<file path="config.mk">
export PLATFORM = sky130hd
export DESIGN_NAME = collision_reader
export DESIGN_NICKNAME = d
export VERILOG_FILES = /design/src/rtl/collision_reader.sv
export SDC_FILE = /design/constraint.sdc
export NUM_CORES = 1
export LEC_CHECK = 0
export CAP_MARGIN = 20
export CORE_AREA = 4 4 80 82
export DETAILED_ROUTE_END_ITERATION = 12
export DIE_AREA = 0 0 84 86
export PLACE_DENSITY = 0.86
export SLEW_MARGIN = 40
export SYNTH_ARGS = -nofsm -noshare
export SYNTH_HDL_FRONTEND = slang
export SYNTH_SLANG_ARGS = --single-unit
</file>
<file path="constraint.sdc">
create_clock -name clock -period 5.3 [get_ports clock]
set_input_delay 1.06 -clock clock [delete_from_list [all_inputs] [get_ports clock]]
set_output_delay 1.06 -clock clock [all_outputs]
set_load 0.03 [all_outputs]
</file>
<file path="src/rtl/collision_reader.sv">
// Scans a SPRITE_W x SPRITE_H framebuffer region through a synchronous-read port and
// reports whether any on-screen pixel differs from a key colour, how many do, and the first one.
module collision_reader #(
   parameter int unsigned SPRITE_W = 8,
   parameter int unsigned SPRITE_H = 8,
   parameter int unsigned SCREEN_W = 160,
   parameter int unsigned SCREEN_H = 120
) (
   input  logic       clock,
   input  logic       reset,
   input  logic       start,
   input  logic [7:0] refX,
   input  logic [6:0] refY,
   input  logic [2:0] keyColour,
   output logic [7:0] rdX,
   output logic [6:0] rdY,
   output logic       rdEn,
   input  logic [2:0] rdData,
   output logic       done,
   output logic       hit,
   output logic [6:0] hitCount,
   output logic [2:0] firstHitX,
   output logic [2:0] firstHitY
);

   localparam int unsigned XW    = $clog2(SPRITE_W);
   localparam int unsigned YW    = $clog2(SPRITE_H);
   localparam int unsigned IW    = XW + YW;
   localparam int unsigned SLOTS = SPRITE_W * SPRITE_H;

   typedef enum logic [1:0] {IDLE, SCAN, DRAIN} state_t;

   state_t          state_q, state_d;
   logic [IW-1:0]   cnt_q, cnt_d;
   logic [7:0]      refx_q, refx_d;
   logic [6:0]      refy_q, refy_d;
   logic [2:0]      key_q, key_d;
   logic [7:0]      rdx_q, rdx_d;
   logic [6:0]      rdy_q, rdy_d;
   logic            rden_q, rden_d;
   logic            v2_q, v2_d;
   logic [IW-1:0]   off2_q, off2_d;
   logic            done_q, done_d;
   logic            hit_q, hit_d;
   logic [6:0]      count_q, count_d;
   logic [XW-1:0]   fx_q, fx_d;
   logic [YW-1:0]   fy_q, fy_d;

   logic            present;
   logic [7:0]      base_x;
   logic [6:0]      base_y;
   logic [8:0]      sum_x;
   logic [7:0]      sum_y;

   always_ff @(posedge clock or posedge reset) begin
      if (reset) begin
         state_q <= IDLE;
         cnt_q   <= '0;
         refx_q  <= '0;
         refy_q  <= '0;
         key_q   <= '0;
         rdx_q   <= '0;
         rdy_q   <= '0;
         rden_q  <= 1'b0;
         v2_q    <= 1'b0;
         off2_q  <= '0;
         done_q  <= 1'b1;
         hit_q   <= 1'b0;
         count_q <= '0;
         fx_q    <= '0;
         fy_q    <= '0;
      end else begin
         state_q <= state_d;
         cnt_q   <= cnt_d;
         refx_q  <= refx_d;
         refy_q  <= refy_d;
         key_q   <= key_d;
         rdx_q   <= rdx_d;
         rdy_q   <= rdy_d;
         rden_q  <= rden_d;
         v2_q    <= v2_d;
         off2_q  <= off2_d;
         done_q  <= done_d;
         hit_q   <= hit_d;
         count_q <= count_d;
         fx_q    <= fx_d;
         fy_q    <= fy_d;
      end
   end

   always_comb begin
      state_d = state_q;
      cnt_d   = cnt_q;
      refx_d  = refx_q;
      refy_d  = refy_q;
      key_d   = key_q;
      rdx_d   = '0;
      rdy_d   = '0;
      rden_d  = 1'b0;
      v2_d    = rden_q;
      off2_d  = cnt_q;
      done_d  = done_q;
      hit_d   = hit_q;
      count_d = count_q;
      fx_d    = fx_q;
      fy_d    = fy_q;
      present = 1'b0;
      base_x  = refx_q;
      base_y  = refy_q;
      sum_x   = '0;
      sum_y   = '0;

      // Second pipeline stage: rdData belongs to the slot presented two edges ago.
      if (v2_q && (rdData != key_q)) begin
         count_d = count_q + 7'd1;
         hit_d   = 1'b1;
         if (!hit_q) begin
            fx_d = off2_q[XW-1:0];
            fy_d = off2_q[IW-1:XW];
         end
      end

      case (state_q)
         IDLE: ;
         SCAN: begin
            if (cnt_q == IW'(SLOTS - 1)) begin
               state_d = DRAIN;
            end else begin
               cnt_d   = cnt_q + IW'(1);
               present = 1'b1;
            end
         end
         DRAIN: begin
            done_d  = 1'b1;
            state_d = IDLE;
         end
         default: state_d = IDLE;
      endcase

      // A start pulse restarts from slot 0 regardless of state, dropping in-flight data.
      if (start) begin
         state_d = SCAN;
         refx_d  = refX;
         refy_d  = refY;
         key_d   = keyColour;
         cnt_d   = '0;
         v2_d    = 1'b0;
         done_d  = 1'b0;
         hit_d   = 1'b0;
         count_d = '0;
         fx_d    = '0;
         fy_d    = '0;
         present = 1'b1;
         base_x  = refX;
         base_y  = refY;
      end

      if (present) begin
         sum_x = {1'b0, base_x} + 9'(cnt_d[XW-1:0]);
         sum_y = {1'b0, base_y} + 8'(cnt_d[IW-1:XW]);
         if ((sum_x < 9'(SCREEN_W)) && (sum_y < 8'(SCREEN_H))) begin
            rden_d = 1'b1;
            rdx_d  = sum_x[7:0];
            rdy_d  = sum_y[6:0];
         end
      end
   end

   assign rdX       = rdx_q;
   assign rdY       = rdy_q;
   assign rdEn      = rden_q;
   assign done      = done_q;
   assign hit       = hit_q;
   assign hitCount  = count_q;
   assign firstHitX = 3'(fx_q);
   assign firstHitY = 3'(fy_q);

endmodule

</file>
==> summary.txt <==
Global route
  – Global-route wire length before repair: between 10000 and 15000 microns
  – Total grt overflow: 0
  – Largest net degree at the start of global routing: 65
  – Initial antenna violation count: 0
  – Tot GR Track Use: 0.181
  – Vias in the first global route: roughly 2.2k

Setup path
  – Register-to-Register Path Depth: 14
  – CP top delay family: compound AO/OA/AOI/OAI gates
  – Data arrival, critical path: about 4.1 ns
  – Worst Path Required: 5.53 ns
  – Startpoint types: primary input
  – Worst path slowest cell: mux2_2
  – Worst path cell trace: buf_4 -> mux2_2 -> ha_1 -> fa_1 -> a21o_1 -> o211a_1 -> a211oi_1 -> o2bb2ai_1 -> a221oi_4 -> inv_2 -> nor3_1
  – Crit path max fanout: 44
  – Crit-path max cell delay: between 0.4 and 0.5 ns
  – Internal reg-to-reg setup slack: 1.48 ns
  – Worst r2r dst: rdY[5]
  – Worst path buffer plus inverter count: 2
  – CP endpoint kind: register
  – Setup CP Type: primary input to register
  – Worst reg2reg startpoint: cnt_q[0]

CTS
  – CTS tree: yes
  – Clk slew on worst S/H paths: around 0.060 ns
  – Postcts setup bufs: 0
  – Worst-skew pair later-pin latency: 0.33 ns
  – Clock buffer depth: 2
  – Hold_buf cts: 0
  – CTS root buf: clkbuf_8
  – Clock Sinks: between 60 and 70
  – Post-CTS Resized: 0
  – Htree depth: 3
  – CTS Buf Count: 9

Finish
  – P&R area growth vs syn: 24.5%
  – Layout cells sized above 1: 0.144
  – Layout Nets: roughly 360
  – Design area: roughly 0.0038 sq mm
  – Antenna Cells: 0
  – Filler Cells Inserted: 454

Timing
  – Period minus WS final: 3.85 ns
  – RSZ-0062 raised after global routing: false
  – Worst slew margin: 0.514
  – Worst-margin pin slew: approximately 0.73 ns
  – Final hold vios: 0
  – Max Slew Vio Count: 0
  – Tcrit/Tclk final: 0.726
  – Clock Skews: slightly below 0.007 ns
  – Setup TNS: 0 ns
  – Final setup fails: 0
  – Max Clk Rate: approximately 260 MHz

Route
  – DR DRC count: 0
  – TritonRoute pass-1 iters: 4
  – Routed met2 length: 2970 microns
  – DR WL met3: about 270 microns
  – Metal-1 WL: between 2000 and 3000 microns
  – Iter 0 DRT Violations: roughly 120
  – Highest routed layer: met4
  – Drt via density: approximately 5.3
  – Antenna-violating nets left: 0
  – Final WL: 5980 microns
  – Avg WL per Cell: around 15 microns
  – Vias after detailed routing: approximately 2.2k

Floorplan
  – Width of the die: 84 microns
  – Core area: 0.00575 sq mm
  – Starting density of the core: 0.538
  – IO Count: 55
  – Chip Height: 86 microns
  – FP Rows: 28
  – Die ar.: ~0.0072 sq mm

Placed design
  – PortBufs: 54
  – Final Wtd Congestion: 0.863
  – Placed Area: 0.00367 sq mm
  – DP HPWL: approximately 4400 microns

Hold path
  – Worst hold path depth: 0
  – Worst Hold Path EP: off2_q[4]
  – Min-delay src: cnt_q[4]
  – HP Class: register to register

Pwr
  – Power per cell area: roughly 300 mW/mm^2
  – Leak Pwr: between 1.5 and 2 nW
  – Max VDD drop: about 0.18 mV
  – Power Total: 0.00114 W

Logic synthesis
  – Main synth FF type: dfrtp_1
  – Syn nets: 304
  – Sequential share of the synthesized area: 0.519
  – Flops & latches, synth: 64
  – Number of synthesized flops with an enable pin: 0
  – Netlist cell types: 55
  – Ys async rst share: 1.00
  – Syn_area_per_cell: roughly 11 sq um
  – Synth Cell Area: approximately 0.0031 sq mm
  – Cells after synthesis: between 200 and 300
  – Synth warn: 0

Run
  – Max-Cap Viols: 0

Status
  – Status: finished clean
sequential cells by signal, indices dropped and copies added (netlist names), 6 cells and up:
register and count:
rdY 7, refy_q 7, off2_q 6, hitCount 7, refx_q 8, cnt_q 6
rdX 8
power by group:
part / leakage, nW / switching [W] / internal, W / total, W
logic: 0.869 / 0.000130 / 0.000102 / 0.000232
clock network: 0.0834 / 0.000176 / 0.000181 / 0.000357
registers: 0.822 / 0.0000192 / 0.000527 / 0.000546
total: 1.77 / 0.000325 / 0.000810 / 0.00114
worst reg2reg max path, stage by stage (launching register included):
cell and delay [ns]:
dfrtp_1 0.44, ha_1 0.24, nand3_1 0.10, o21ai_1 0.44, xor2_1 0.19, nor2_1 0.07, ha_1 0.25, fa_1 0.41
a21o_1 0.20, o211a_1 0.16, a211oi_1 0.24, o2bb2ai_1 0.13, a221oi_4 0.36, inv_2 0.21, nor3_1 0.27
cell usage in the layout, fill, tap and decap left out, drive strengths merged, types with 3 or more instances in the layout:
| cell | count |
|---|---|
| buf | 3 |
| mux2 | 12 |
| ha | 8 |
| nor3 | 14 |
| inv | 12 |
| clkbuf | 13 |
| xor2 | 8 |
| a21oi | 6 |
| clkdlybuf4s50 | 53 |
| dfrtp | 63 |
| nand2 | 21 |
| nand2b | 3 |
| o21ai | 6 |
| xnor2 | 15 |
| nand3 | 7 |
| a21o | 3 |
| mux2i | 13 |
| nor2 | 34 |
| nor2b | 5 |
through the flow:
step | hold slack, ns | utilization | setup slack [ns] | instances
2_1_floorplan | 0.394 | - | 1.07 | 270
3_3_place_gp | 0.420 | 0.639 | 0.949 | 392
3_5_place_dp | 0.435 | 0.639 | 0.876 | 392
4_1_cts | 0.452 | 0.668 | 1.20 | 408
5_1_grt | 0.467 | 0.669 | 1.13 | 408
6_report | 0.451 | 0.669 | 1.45 | 408
kinds of logic (layout without fill, tap and decap cells):
logic type,Yosys count,in the layout,synth area share
adder cells (fa/ha/maj),10,10,0.0454
flip-flops,64,64,0.519
AO/OA/AOI/OAI,30,30,0.0802
AND/OR/NAND/NOR,97,97,0.166
buffers and inverters,21,84,0.0344
multiplexers,25,25,0.0871
XOR/XNOR,23,23,0.0676
worst max path at each step:
stage,slack (ns),startpoint,cells after the start,endpoint
final,1.45,start,11,rdY[5]
after global routing,1.13,cnt_q[0],13,rdY[4]
after CTS,1.20,start,11,rdY[2]
after detailed placement,0.88,start,11,rdY[3]
after global placement,0.95,start,11,rdY[5]
after floorplan,1.07,start,16,rdX[7]
cell type report:
cell class                 count  area, sq um  share of cell area
sequential                    64         1600               0.417
clock buffer                  13          149              0.0387
inverter                      12         45.0              0.0117
timing repair buffer          56          557               0.145
clock inverter                 3         17.5             0.00456
multi-input combinational    185         1380               0.359
tap                           75         93.8              0.0244
cell usage after synthesis (all sizes together) (3+ instances only):
cell	count	area (sq um)
xor2	8	70.1
buf	7	53.8
mux2i	13	130
nand2b	3	18.8
o21ai	6	30.0
xnor2	15	139
a21oi	6	45.1
nor2b	5	31.3
nand3	7	40.0
mux2	12	139
nor3	14	90.1
inv	12	45.0
ha	8	100
dfrtp	63	1580
a21o	3	22.5
nand2	21	78.8
nor2	34	128
routing by layer:
layer	up-vias	global-route usage
met5	-	0
met4	0	0.0804
met3	17	0.0500
met2	52	0.298
met1	1060	0.226
li1	1035	-
Note: power is estimated with default switching activity, not from simulation.
